$ cat src/rtl/int_requester.sv
// ---------------------------------------------------------------------------
// int_requester
//
// Collects rising-edge events from four interrupt sources into a pending
// register and raises a single prioritised request toward a processor,
// using a level ack handshake and an ack timeout.
//
// Ports
//   clk          in   system clock, rising edge
//   rst          in   asynchronous active-low reset
//   irq_src[3:0] in   event sources (rising edge = one event), clk-synchronous
//   mask_we      in   load strobe for the mask register
//   mask_in[3:0] in   mask value, bit=1 blocks that source from requesting
//   ack          in   processor acknowledge (level)
//   interrupt    out  registered request to the processor
//   irq_id[1:0]  out  registered index of the source being requested
//   pending[3:0] out  pending-event register
//   serviced_cnt out  8-bit wrapping count of acknowledged requests
//   timeout_err  out  sticky flag: a request was abandoned without ack
// ---------------------------------------------------------------------------
module int_requester #(
  parameter logic [7:0] ACK_TIMEOUT = 8'd200
) (
  input  logic       clk,
  input  logic       rst,
  input  logic [3:0] irq_src,
  input  logic       mask_we,
  input  logic [3:0] mask_in,
  input  logic       ack,
  output logic       interrupt,
  output logic [1:0] irq_id,
  output logic [3:0] pending,
  output logic [7:0] serviced_cnt,
  output logic       timeout_err
);

  typedef enum logic [1:0] {
    S_IDLE    = 2'd0,
    S_ASSERT  = 2'd1,
    S_RELEASE = 2'd2
  } state_t;

  state_t     state;
  logic [3:0] irq_src_q;
  logic [3:0] mask;
  logic [7:0] tmo_cnt;

  logic [3:0] edge_evt;
  logic [3:0] eligible;
  logic [1:0] first_id;
  logic [3:0] clr;

  assign edge_evt = irq_src & ~irq_src_q;
  assign eligible = pending & ~mask;

  // Lowest index wins: scan from the top so the last hit is the lowest bit.
  always_comb begin
    first_id = 2'd0;
    for (int i = 3; i >= 0; i--) begin
      if (eligible[i]) first_id = i[1:0];
    end
  end

  // Pending bit of the active source is cleared only on the acknowledging edge.
  always_comb begin
    clr = 4'b0000;
    if (state == S_ASSERT && ack) clr[irq_id] = 1'b1;
  end

  always_ff @(posedge clk or negedge rst) begin
    if (!rst) begin
      state        <= S_IDLE;
      irq_src_q    <= 4'b0000;
      pending      <= 4'b0000;
      mask         <= 4'b0000;
      interrupt    <= 1'b0;
      irq_id       <= 2'd0;
      serviced_cnt <= 8'd0;
      timeout_err  <= 1'b0;
      tmo_cnt      <= 8'd0;
    end else begin
      irq_src_q <= irq_src;
      // A fresh event on the source being cleared wins over the clear.
      pending   <= (pending & ~clr) | edge_evt;
      if (mask_we) mask <= mask_in;

      case (state)
        S_IDLE: begin
          if (eligible != 4'b0000) begin
            state     <= S_ASSERT;
            interrupt <= 1'b1;
            irq_id    <= first_id;
            tmo_cnt   <= 8'd0;
          end
        end

        // Mask changes are not looked at here: an issued request stays up
        // until it is acknowledged or times out.
        S_ASSERT: begin
          if (ack) begin
            state        <= S_RELEASE;
            interrupt    <= 1'b0;
            serviced_cnt <= serviced_cnt + 8'd1;
          end else if (tmo_cnt == ACK_TIMEOUT - 8'd1) begin
            // interrupt has then been high for exactly ACK_TIMEOUT cycles
            state       <= S_IDLE;
            interrupt   <= 1'b0;
            timeout_err <= 1'b1;
          end else begin
            tmo_cnt <= tmo_cnt + 8'd1;
          end
        end

        // Wait for ack to drop so one ack pulse services exactly one request.
        S_RELEASE: begin
          if (!ack) state <= S_IDLE;
        end

        default: begin
          state     <= S_IDLE;
          interrupt <= 1'b0;
        end
      endcase
    end
  end

endmodule
$ cat config.mk
export PLATFORM = sky130hd
export DESIGN_NAME = int_requester
export DESIGN_NICKNAME = d
export VERILOG_FILES = /design/src/rtl/int_requester.sv
export SDC_FILE = /design/constraint.sdc
export NUM_CORES = 1
export LEC_CHECK = 0
export ABC_AREA = 1
export ABC_CLOCK_PERIOD_IN_PS = 1300
export CAP_MARGIN = 20
export CORE_UTILIZATION = 50
export DETAILED_ROUTE_END_ITERATION = 12
export DONT_BUFFER_PORTS = 1
export PLACE_DENSITY_LB_ADDON = 0.1
export SKIP_CTS_REPAIR_TIMING = 1
export SLEW_MARGIN = 10
export SYNTH_ARGS = -nofsm -noshare
export SYNTH_HDL_FRONTEND = slang
export SYNTH_SLANG_ARGS = --single-unit
$ cat constraint.sdc
create_clock -name clk -period 1.3 [get_ports clk]
set_input_delay 0.065 -clock clk [delete_from_list [all_inputs] [get_ports clk]]
set_output_delay 0.065 -clock clk [all_outputs]
set_load 0.02 [all_outputs]
==> impl_metrics.tcl <==
set metrics [dict create \
    grt_pass1_wl_um 5530 \
    cts_tree "done" \
    cts.path.max_buffers 2 \
    finalSetupViolCount 4 \
    first_pass_iters 4 \
    clkLatencyLatePin_ns 0.34 \
    fmaxAchievable_mhz 750 \
    cts_root_buffer "clkbuf_4" \
    ir_worst_vdd_mv 1.18 \
    slew-limit-headroom_pct 78.9 \
    synth.distinct_cells 25 \
    r2r_slack_ns -0.03 \
    vias 1396 \
    crit_required_ns 1.58 \
    postSynthCellCount 196 \
    fp.dieW_um 58.9 \
    synth_nets 210 \
    start_util_pct 53.0 \
    clock-sinks 34 \
    grtUsageTotal_pct 21.9 \
    hold_path_class "primary input to async pin" \
    dp_hpwl_um 2350 \
    htree_num_levels 2 \
    timing.rr.end "tmo_cnt[5]" \
    numCtsBuffers 5 \
    dieArea_um2 3470 \
    ant_nets 0 \
    whs_ns 0.148 \
    period_needed_ns 1.33 \
    io_buffers 0 \
    placed_cells 261 \
    die_h_um 58.9 \
    status "complete, but fails checks" \
    area_growth_pct 32.8 \
    finalCritPeriodShare_pct 103 \
    failed_checks "negative setup slack" \
    ys_ff_latch 34 \
    yosysWarnings 0 \
    wl_per_cell_um 12.5 \
    clk_pin_slew_ns 0.11 \
    grt_max_degree 35 \
    worst_ep_arrival_time_ns 1.62 \
    p_per_area_nw_per_um2 1910 \
    grt_pass1_vias 1305 \
    tightest_slew_ns 0.316 \
    instances_no_fill 285 \
    io_pins 28 \
    antenna_found_initial 0 \
    synth_area_um2 1620 \
    nFillCells 234 \
    crit_type "flop to flop" \
    rsz0062_at_grt "true" \
    drc 0 \
    start_kind "flop" \
    pre_cts_slack_ns -0.0348 \
    p_leak_nw 1.08 \
    drt-total-wl_um 3570 \
    fin_ws_ns -0.0334 \
    cp-end-kind "flop" \
    drive_gt1_share_pct 25.7 \
    cap_violations 0 \
    cp_max_fo 7 \
    rr_worst_depth 8 \
    final-max-slew-violation-count 0 \
    ys_seq_area_share_pct 52.6 \
    drt-initial-drc-count 73 \
    crit_start "tmo_cnt[1]" \
    avgSynthCellArea_um2 8.26 \
    worstReg2RegStart "tmo_cnt[1]" \
    grt_overflow 0 \
    gp_congestion 0.827 \
    fin_skew_ns 0.00558 \
    timing_hold_violations_final 0 \
    fin_nets 254 \
    core_area_um2 3050 \
    n_antenna_cell 0 \
    viasPerCell 4.90 \
    rows 20 \
]
-- where the power goes --
part           switching (mW)  internal (mW)  total [mW]
clock                   0.368          0.260       0.627
combinational            1.09          0.780        1.87
sequential              0.309           1.31        1.62
total                    1.76           2.35        4.12
-- how the worst max path moves through the flow --
stage,to,slack [ns],cells past startpoint
after floorplan,tmo_cnt[7],0.06,8
after global placement,tmo_cnt[7],0.03,8
after detailed placement,tmo_cnt[4],-0.03,8
after CTS,tmo_cnt[5],-0.08,8
after global routing,tmo_cnt[5],-0.1,8
final,tmo_cnt[5],-0.03,8
-- metrics by stage --
step                      TNS (ns)  power, mW  area, um2  util [%]
final                      -0.0626       4.12       2150      70.5
after CTS                   -0.421       3.84       1900      62.1
after global placement           0       3.14       1830      60.0
after global routing        -0.689       4.41       2150      70.5
after floorplan                  0       2.60       1620         -
after detailed placement    -0.231       3.20       1830      60.0
-- layout make-up --
class,instances,area [um2],share of cell area (%)
Sequential cell,34,851,39.6
Multi-Input combinational cell,136,751,34.9
Timing Repair Buffer,38,337,15.6
Inverter,25,93.8,4.36
Tap cell,44,55.1,2.56
Clock buffer,6,51.3,2.39
Clock inverter,2,12.5,0.582
-- worst max-delay path, cell delays in order (launching register included) --
cell     delay (ns)
dfrtp_1        0.42
ha_4           0.17
nand2_4        0.05
nor2_4         0.09
nand2_2        0.08
nand2_4        0.16
buf_6          0.14
nand3_2        0.08
nand2_2        0.07
-- layout by cell type, fill, tap and decap left out, types with 2 or more instances in the layout --
cell type and count:
nand3b_1 2, nand2_4 3, dlygate4sd3_1 11, inv_1 21
o21ai_1 7, nand2_1 59, nand3_2 4, nor2_2 4
buf_6 3, nor2_4 3, inv_2 4, a21oi_1 5
dfrtp_1 34, nand2_2 3, clkbuf_4 5, o21ai_0 8
buf_4 23, nand3_1 11, nand4_1 2, nor2_1 13
-- flip-flops by register name, summed over array words and instances, names as in the netlist --
register	cells
timeout_err	1
pending	4
tmo_cnt	8
state	2
irq_id	2
interrupt	1
irq_src_q	4
mask	4
serviced_cnt	8
-- kinds of logic after synthesis --
logic type / synth area share [%]
flops: 52.6
fa+ha+maj: 1.55
xor+xnor: 1.08
buf+inv: 6.26
compound gates: 8.19
simple gates: 30.4
-- synth_stat cells, drive strengths merged --
cell / number / area (um2)
a21o: 1 / 7.51
a21oi: 5 / 25.0
a31o: 1 / 8.76
buf: 1 / 7.51
dfrtp: 34 / 851
ha: 2 / 25.0
inv: 25 / 93.8
nand2: 66 / 273
nand3: 15 / 75.1
nand3b: 2 / 15.0
nand4: 2 / 12.5
nor2: 20 / 90.1
nor3: 3 / 26.3
o21a: 1 / 7.51
o21ai: 16 / 83.8
xnor2: 1 / 8.76
xor2: 1 / 8.76
-- layer usage --
metal  GRT usage, %  share of wire (%)
met1           27.8                 44
met2           34.9                 51
met3           7.69                3.6
met4           7.14                1.5
met5              0                  0
(Power assumes the default switching activity.)
